**src/rtl/mult_seq_ctrl_if.sv**
```systemverilog
// Handshake bundle between the execute stage and the multi-cycle MUL unit.
// The master side issues start/a/b; the slave side reports busy/done/product.
interface mult_seq_ctrl_if;
    logic        start;
    logic [15:0] a;
    logic [15:0] b;
    logic        busy;
    logic        done;
    logic [31:0] product;

    modport master (
        output start, a, b,
        input  busy, done, product
    );

    modport slave (
        input  start, a, b,
        output busy, done, product
    );
endinterface

```
**src/rtl/mult_seq_ctrl.sv**
```systemverilog
// Sequential 16x16 -> 32-bit unsigned shift-add multiplier built on one 16-bit CLA.
// Optional macro MULT_ZERO_SKIP_EN: a zero operand completes in one cycle without iterating.

module cla_adder16 (
    input  logic [15:0] A,
    input  logic [15:0] B,
    input  logic        Cin,
    output logic [15:0] Sum,
    output logic        Cout
);
    logic [15:0] g;
    logic [15:0] p;
    logic [15:0] c;
    logic [3:0]  gg;
    logic [3:0]  gp;
    logic [4:0]  gc;

    assign g = A & B;
    assign p = A ^ B;

    // Two-level lookahead: 4-bit groups feed a group-level carry unit.
    for (genvar k = 0; k < 4; k++) begin : grp
        logic [3:0] gk;
        logic [3:0] pk;

        assign gk = g[4*k +: 4];
        assign pk = p[4*k +: 4];

        assign gg[k] = gk[3]
                     | (pk[3] & gk[2])
                     | (pk[3] & pk[2] & gk[1])
                     | (pk[3] & pk[2] & pk[1] & gk[0]);
        assign gp[k] = &pk;

        assign c[4*k]   = gc[k];
        assign c[4*k+1] = gk[0] | (pk[0] & gc[k]);
        assign c[4*k+2] = gk[1] | (pk[1] & gk[0]) | (pk[1] & pk[0] & gc[k]);
        assign c[4*k+3] = gk[2] | (pk[2] & gk[1]) | (pk[2] & pk[1] & gk[0])
                        | (pk[2] & pk[1] & pk[0] & gc[k]);
    end

    assign gc[0] = Cin;
    assign gc[1] = gg[0] | (gp[0] & Cin);
    assign gc[2] = gg[1] | (gp[1] & gg[0]) | (gp[1] & gp[0] & Cin);
    assign gc[3] = gg[2] | (gp[2] & gg[1]) | (gp[2] & gp[1] & gg[0])
                 | (gp[2] & gp[1] & gp[0] & Cin);
    assign gc[4] = gg[3] | (gp[3] & gg[2]) | (gp[3] & gp[2] & gg[1])
                 | (gp[3] & gp[2] & gp[1] & gg[0])
                 | (gp[3] & gp[2] & gp[1] & gp[0] & Cin);

    assign Sum  = p ^ c;
    assign Cout = gc[4];
endmodule

module mult_seq_ctrl (
    input  logic           clk,
    input  logic           rst,
    mult_seq_ctrl_if.slave bus
);
    typedef enum logic [1:0] {
        IDLE = 2'd0,
        RUN  = 2'd1,
        DONE = 2'd2
    } state_t;

    state_t      state;
    state_t      state_nxt;
    logic [15:0] mcand;
    logic [15:0] hi;
    logic [15:0] lo;
    logic [3:0]  cnt;

    logic [15:0] add_b;
    logic [15:0] add_sum;
    logic        add_cout;
    logic        accept;
    logic        skip;

    assign add_b = lo[0] ? mcand : 16'h0000;

    cla_adder16 u_adder (
        .A    (hi),
        .B    (add_b),
        .Cin  (1'b0),
        .Sum  (add_sum),
        .Cout (add_cout)
    );

    assign accept = bus.start && ((state == IDLE) || (state == DONE));

`ifdef MULT_ZERO_SKIP_EN
    assign skip = (bus.a == 16'h0000) || (bus.b == 16'h0000);
`else
    assign skip = 1'b0;
`endif

    always_ff @(posedge clk) begin
        if (rst) begin
            state <= IDLE;
        end else begin
            state <= state_nxt;
        end
    end

    always_comb begin
        state_nxt = state;
        case (state)
            IDLE: begin
                if (bus.start) begin
                    state_nxt = skip ? DONE : RUN;
                end
            end
            RUN: begin
                if (cnt == 4'd15) begin
                    state_nxt = DONE;
                end
            end
            DONE: begin
                if (bus.start) begin
                    state_nxt = skip ? DONE : RUN;
                end else begin
                    state_nxt = IDLE;
                end
            end
            default: state_nxt = IDLE;
        endcase
    end

    // The carry-out lands in hi[15] so a full FFFF*FFFF stays exact.
    always_ff @(posedge clk) begin
        if (rst) begin
            mcand <= 16'h0000;
            hi    <= 16'h0000;
            lo    <= 16'h0000;
            cnt   <= 4'd0;
        end else if (accept) begin
            mcand <= bus.a;
            hi    <= 16'h0000;
            lo    <= skip ? 16'h0000 : bus.b;
            cnt   <= 4'd0;
        end else if (state == RUN) begin
            {hi, lo} <= {add_cout, add_sum, lo[15:1]};
            cnt      <= cnt + 4'd1;
        end
    end

    assign bus.busy    = (state == RUN);
    assign bus.done    = (state == DONE);
    assign bus.product = {hi, lo};
endmodule

```
**src/flat_wrapper.sv**
```systemverilog
// flat-port wrapper written by rule: the top's interface ports become plain ports
module mult_seq_ctrl_flat 
  (clk, rst, bus_start, bus_a, bus_b, bus_busy, bus_done, bus_product);
  mult_seq_ctrl_if bus_i ();
  input  logic clk;
  input  logic rst;
  input wire logic [$bits(bus_i.start)-1:0] bus_start;
  input wire logic [$bits(bus_i.a)-1:0] bus_a;
  input wire logic [$bits(bus_i.b)-1:0] bus_b;
  output wire logic [$bits(bus_i.busy)-1:0] bus_busy;
  output wire logic [$bits(bus_i.done)-1:0] bus_done;
  output wire logic [$bits(bus_i.product)-1:0] bus_product;
  assign bus_i.start = bus_start;
  assign bus_i.a = bus_a;
  assign bus_i.b = bus_b;
  assign bus_busy = bus_i.busy;
  assign bus_done = bus_i.done;
  assign bus_product = bus_i.product;
  mult_seq_ctrl u_core (.clk(clk), .rst(rst), .bus(bus_i));
endmodule
```
**config.mk**
```make
export PLATFORM = sky130hd
export DESIGN_NAME = mult_seq_ctrl_flat
export DESIGN_NICKNAME = d
export VERILOG_FILES = /design/src/rtl/mult_seq_ctrl_if.sv /design/src/rtl/mult_seq_ctrl.sv /design/src/flat_wrapper.sv
export SDC_FILE = /design/constraint.sdc
export NUM_CORES = 1
export LEC_CHECK = 0
export BUFFER_PORTS_ARGS = -buffer_cell sky130_fd_sc_hd__buf_2
export CAP_MARGIN = 5
export CORE_UTILIZATION = 57
export DETAILED_ROUTE_END_ITERATION = 6
export GPL_TIMING_DRIVEN = 1
export PLACE_DENSITY = 0.85
export SLEW_MARGIN = 40
export SYNTH_ARGS = -nofsm -noshare
export SYNTH_HDL_FRONTEND = slang
export SYNTH_HIERARCHICAL = 1
export SYNTH_SLANG_ARGS = --single-unit
```
**constraint.sdc**
```tcl
create_clock -name clk -period 4.6 [get_ports clk]
set_clock_uncertainty 0.15 [all_clocks]
set_input_delay 0.46 -clock clk [delete_from_list [all_inputs] [get_ports clk]]
set_output_delay 0.46 -clock clk [all_outputs]
set_load 0.02 [all_outputs]
```
==> run metrics, run 1 <==
status finished clean; CTS tree done; reg2reg end u_core/hi[12]; commonest non-fill, non-tap cell in the layout nand2_1; FF-to-FF path depth 10; GRT Total Usage between 20% and 30%; clk_lat worst skew 300 ps; maxcap violations 0; vias about 2500; Final Max Slew Viols 0; drt pass-1 iters 4; YS warnings 6; Die Y ~72 µm; most frequent cells in the layout 69 x nand2_1, 68 x buf_2, 54 x dfxtp_1; worst-margin pin slew approximately 650 ps; Arrival @ worst endpoint roughly 3000 ps; sequential cell area fraction in the yosys report between 30% and 40%; post-synthesis async set-or-reset flop share 0%; first-pass GRT wire length roughly 10 mm; # hold bufs at CTS 0; area leader, netlist dfxtp_1; ranking of synthesized cells by area dfxtp_1 39%, nand2_1 9.4%, ha_1 7.7%, a21oi_1 7.4%, nor3_1 6.3%; EDFF count, synth 0; Fin Setup TNS 0 ps; Sink Count between 50 and 60; Clock Path Buffers 2; WP data required 4680 ps; post-CTS resize count 0; Worst path slowest cell dfxtp_1; die area approximately 5000 µm²; post-DP HPWL 4.059 mm; DRC Markers 0; fillers between 300 and 400; met1 Usage GRT 30.41%; Post-CTS Setup Bufs 0; M3 GR Usage about 4.8%; Main synth FF type dfxtp_1; starting density of the core about three fifths; Final Hold Viols 0; Tot Pwr approximately 0.99 mW; GRT met2 Usage 44.23%; leakage 1.507 nW; fin crit share between 60% and 70%; r2r setup slk 1670 ps; Max-slew headroom between 50% and 60%; antenna violations before repair 0; Max IR drop VDD 0.0002302 V; GPL Wtd Cong approximately 0.83; Clock Root Buffer clkbuf_8; vias in the first global route 2346; crit path cell chain and2_1 -> ha_1 -> o21ai_0 -> o21ai_1 -> a21o_1 -> a31o_2 -> fa_1 -> xor2_1 -> nand2_1 -> a21oi_1; WL/cell between 10 and 15 µm; fmax 0.3416 GHz; Yosys cell types 35; CP Launch Type flop; largest net degree at the start of global routing 37; Cell Pwr Density 312.5 nW/µm²; Worst Hold Path EP u_core/mcand[13]; Max FO, Critical Path 18; Core Box Area around 4500 µm²; Routed Antenna Nets 0; Cells on Worst Hold Path 3; Gate Count Post-Synth between 300 and 400; die width between 70 and 80 µm; RR Startpoint u_core/lo[0]; Port Buffers ~70; fin nets 449; post-synthesis average cell area 8.239 µm²; RSZ-0062 raised after global routing false; ratio of cells with drive above 1 in the final layout 21.63%; TritonCTS buffer count 5; final wirelength roughly 6.1 mm; #FFs+latches synth 54; H-tree Lvls 2; CP endpoint kind flop; Worst Setup Path Type flop to flop; Final Setup Violations 0; DRT iter0 DRCs ~120; layer with the highest usage met2; top-area cell type share of the netlist area 39.17%; min-delay src bus_a[13]; Final Critical Period around 3000 ps; Hold Path Class input port to flop; # rows 24; Crit path largest cell delay around 660 ps; Via density roughly 5.7; grt ovf 0; I/O pins between 60 and 70; Reg clk slew, reported paths 100 ps; ANT cells 0; Layout area overhead 14.82%; Post-Syn Area approximately 2800 µm²
[final cells by class]
cell class / instances / area [µm²] / area share [%]
Sequential cell: 54 / 1081 / 34.11
Clock buffer: 6 / 82.58 / 2.606
Timing Repair Buffer: 71 / 362.8 / 11.45
Clock inverter: 1 / 30.03 / 0.9475
Tap cell: 52 / 65.06 / 2.053
Inverter: 6 / 22.52 / 0.7106
Multi-Input combinational cell: 255 / 1525 / 48.12
[worst max path at each step]
| stage | slack (ps) | startpoint | to | cells after the start |
|---|---|---|---|---|
| floorplan | 1870 | u_core/lo[0] | u_core/hi[12] | 11 |
| global placement | 1860 | u_core/lo[0] | u_core/hi[12] | 10 |
| detailed placement | 1760 | u_core/lo[0] | u_core/hi[12] | 10 |
| CTS | 1700 | u_core/lo[0] | u_core/hi[12] | 10 |
| global route | 1520 | u_core/lo[0] | u_core/hi[12] | 10 |
| finish | 1670 | u_core/lo[0] | u_core/hi[12] | 10 |
[sequential cells by signal, indices dropped and copies added (netlist names)]
| signal | cells |
|---|---|
| u_core/cnt | 4 |
| u_core/mcand | 16 |
| u_core/hi | 16 |
| u_core/state | 2 |
| u_core/lo | 16 |
[Yosys cell counts, drive strengths merged (2+ instances only)]
library cell / number
xor2: 6
inv: 6
nand3: 2
a21o: 8
or3: 2
nand2: 69
clkbuf: 6
xnor2: 7
buf: 16
nor3: 35
fa: 4
and2: 16
dfxtp: 54
a21oi: 41
o22ai: 16
ha: 17
nor2: 8
nand2b: 4
a31o: 2
o21ai: 6
a211oi: 2
[worst max-delay path: cells and delay by family (launching register included)]
kind                       cells  cell delay [ps]
AOI/OAI and AO/OA              5              990
DFF                            1              660
xor gates and xnor gates       1              140
and+or+nand+nor                2              290
adders and majority gates      2              640
[cell families after synthesis]
logic type / after synthesis / share of synthesized area [%]
compound gates: 78 / 16.77
xor+xnor: 13 / 4.125
fa+ha+maj: 21 / 10.61
buf+inv: 28 / 6.029
flops: 54 / 39.17
other cells: 1 / 0.1359
simple gates: 140 / 23.16
[report_power, final]
group	internal (mW)	switching, mW
Sequential	0.493	0.0205
Clock	0.174	0.150
Combinational	0.0571	0.0961
[per-layer routing]
layer / wire length (µm) / part of all wire [%]
met1: 2623 / 43
met2: 3077 / 50
met3: 329 / 5.4
met4: 68 / 1.1
met5: 0 / 0
[per-stage QoR]
step / util, % / hold slack [ps] / area, µm² / worst slack, ps / std cells
final: 70.36 / 236.7 / 3169 / 1673 / 445
after detailed placement: 67.81 / 296.1 / 3054 / 1756 / 438
after global placement: 67.81 / 290.0 / 3054 / 1861 / 438
after global routing: 70.36 / 236.6 / 3169 / 1523 / 445
after floorplan: - / 281.7 / 2768 / 1868 / 337
after CTS: 70.31 / 228.3 / 3167 / 1702 / 445
Note: power is estimated with default switching activity, not from simulation.
==> inputs of run 2 (changes only) <==
--- a/config.mk
+++ b/config.mk
@@ -7,10 +7,10 @@
 export LEC_CHECK = 0
 export BUFFER_PORTS_ARGS = -buffer_cell sky130_fd_sc_hd__buf_2
 export CAP_MARGIN = 5
-export CORE_UTILIZATION = 57
+export CORE_UTILIZATION = 53
 export DETAILED_ROUTE_END_ITERATION = 6
 export GPL_TIMING_DRIVEN = 1
-export PLACE_DENSITY = 0.85
+export PLACE_DENSITY = 0.8
 export SLEW_MARGIN = 40
 export SYNTH_ARGS = -nofsm -noshare
 export SYNTH_HDL_FRONTEND = slang
==> constraint.sdc (replaced) <==
create_clock -name clk -period 3 [get_ports clk]
set_clock_uncertainty 0.15 [all_clocks]
set_input_delay 0.3 -clock clk [delete_from_list [all_inputs] [get_ports clk]]
set_output_delay 0.3 -clock clk [all_outputs]
set_load 0.02 [all_outputs]
==> run 2 against run 1 <==
  * Worst setup slack lost 1400 ps
  * Clock power grew 51%
  * Cell count grew 3.8%
  * Register-to-register slack lost 1400 ps
  * Via count shrank 1.1%
  * Critical path depth is the same
  * Flip-flop and latch count is the same
  * First-iteration DRC count grew 5.0%
  * Power grew 53%
  * Non-clock buffer count grew 1
  * Die area grew 7.3%
  * Routed wire length grew 2.8%
==> run metrics, run 2 (synthesis gave the netlist of run 1 again) <==
status finished clean; Final Hold Viols 0; clk_lat worst skew 310 ps; Reg clk slew, reported paths approximately 100 ps; Arrival @ worst endpoint 2790 ps; vias between 2000 and 3000; commonest non-fill, non-tap cell in the layout nand2_1; Port Buffers around 70; Final Critical Period between 2000 and 3000 ps; WP data required slightly above 3000 ps; FF-to-FF path depth 10; Via density roughly 5.4; fin crit share between 80 and 90%; reg2reg end u_core/hi[12]; largest net degree at the start of global routing 37; Finished Layout Cells between 400 and 500; # rows 25; final wirelength between 6 and 7 mm; Sw Ratio 27.85%; grt ovf 0; CP endpoint kind flop; TritonCTS buffer count 5; Tot Pwr approximately 1.5 mW; Core Box Area about 5000 µm²; dpl cells around 450; min-delay src bus_a[11]; Fin Setup TNS 0 ps; Cell Pwr Density around 470 nW/µm²; fmax 0.3719 GHz; Cells on Worst Hold Path 3; Final Setup Violations 0; vias in the first global route about 2400; Sink Count 54; Final Max Slew Viols 0; Hold Path Class input port to flop; Layout area overhead 15.87%; r2r setup slk roughly 310 ps; I/O pins 69; Clock power frac 32.3%; DRT iter0 DRCs 125; fin nets 450; CTS tree done; die area 5500 µm²; drt pass-1 iters 4; post-DP HPWL between 4 and 5 mm; ratio of cells with drive above 1 in the final layout approximately 22%; Pint roughly 1.1 mW; Max-slew headroom a little under three fifths; Clock Path Buffers 2; RR Startpoint u_core/lo[0]; CP Launch Type flop; starting density of the core a little under three fifths; H-tree Lvls 2; RSZ-0062 raised after global routing false; maxcap violations 0; Worst Setup Path Type flop to flop; Flop pwr share 52.0%; Regs by FF count u_core/hi x16, u_core/lo x16, u_core/mcand x16; die width roughly 74 µm; ANT cells 0; DRC Markers 0; most frequent cells in the layout 69 x nand2_1, 68 x buf_2, 53 x dfxtp_1; Post-CTS Setup Bufs 0; Die Y around 74 µm; Max FO, Critical Path 18; Routed Antenna Nets 0; net switching power approximately 0.42 mW; worst-margin pin slew 647.2 ps; antenna violations before repair 0; GRT Total Usage about 25%; Worst Hold Path EP u_core/mcand[11]; leakage 1.505 nW; Clock Root Buffer clkbuf_8; Gate power share about 16%; WL/cell about 14 µm; GPL Wtd Cong roughly 0.8; Max IR drop VDD between 0.0003 and 0.0004 V; first-pass GRT wire length roughly 11 mm
[run 2: cell types whose count changed in the layout (fill, tap and decap cells not counted), sizes merged]
cell and change:
buf +1, clkinvlp +2, clkbuf -1
[run 2: stage by stage]
step / instance area [µm²] / hold WS [ps] / utilization [%] / setup slack (ps)
5_1_grt: 3198 / 65.72 / 65.54 / 102.0
6_report: 3198 / 71.65 / 65.54 / 310.9
3_3_place_gp: 3080 / 291.1 / 63.13 / 225.3
2_1_floorplan: 2768 / 281.7 / - / 267.9
3_5_place_dp: 3080 / 294.1 / 63.13 / 139.8
4_1_cts: 3194 / 61.10 / 65.46 / 127.3
[run 2: area by class of cell]
cell class	count	area [µm²]
tap	67	83.83
multi-input combinational	255	1525
sequential	54	1082
inverter	6	22.52
fill	458	1682
clock inverter	3	45.04
clock buffer	5	68.82
timing repair buffer	72	370.4
[run 2: timing repair]
item,4_1_cts,5_1_grt
setup endpoints to repair,0,4
hold buffers,0,0
gates resized for setup,0,1
endpoints found under the hold margin,0,0
[run 2: worst max path at each step]
stage                     slack [ps]    startpoint            end
final                            310  u_core/lo[0]  u_core/hi[12]
after global routing             100  u_core/lo[0]  u_core/hi[12]
after CTS                        130  u_core/lo[0]  u_core/hi[12]
after detailed placement         140  u_core/lo[0]  u_core/hi[12]
after global placement           230  u_core/lo[0]  u_core/hi[12]
after floorplan                  270  u_core/lo[0]  u_core/hi[12]
[run 2: power by group through the flow]
stage                     combinational [mW]  clock [mW]  sequential [mW]
final                                  0.238       0.489            0.788
after global routing                   0.264       0.531            0.795
after CTS                              0.236       0.504            0.788
after detailed placement               0.235           0            0.804
after global placement                 0.230           0            0.803
after floorplan                        0.149           0            0.824
[run 2: per-layer routing]
layer	up-vias	routed length, µm	GRT usage (%)
met2	47	3131	44.34
met3	13	177	4.472
met4	0	131	10.90
li1	1266	-	-
met1	1174	2827	29.74
met5	-	0	0
[run 2: worst max-delay path, stage by stage, from the launching register on]
cell and delay [ps]:
dfxtp_2 500, and2_1 170, ha_1 260, o21ai_0 230, o21ai_1 90, a21o_1 220, a31o_2 270, fa_1 380
xor2_1 150, nand2_1 60, a21oi_1 130
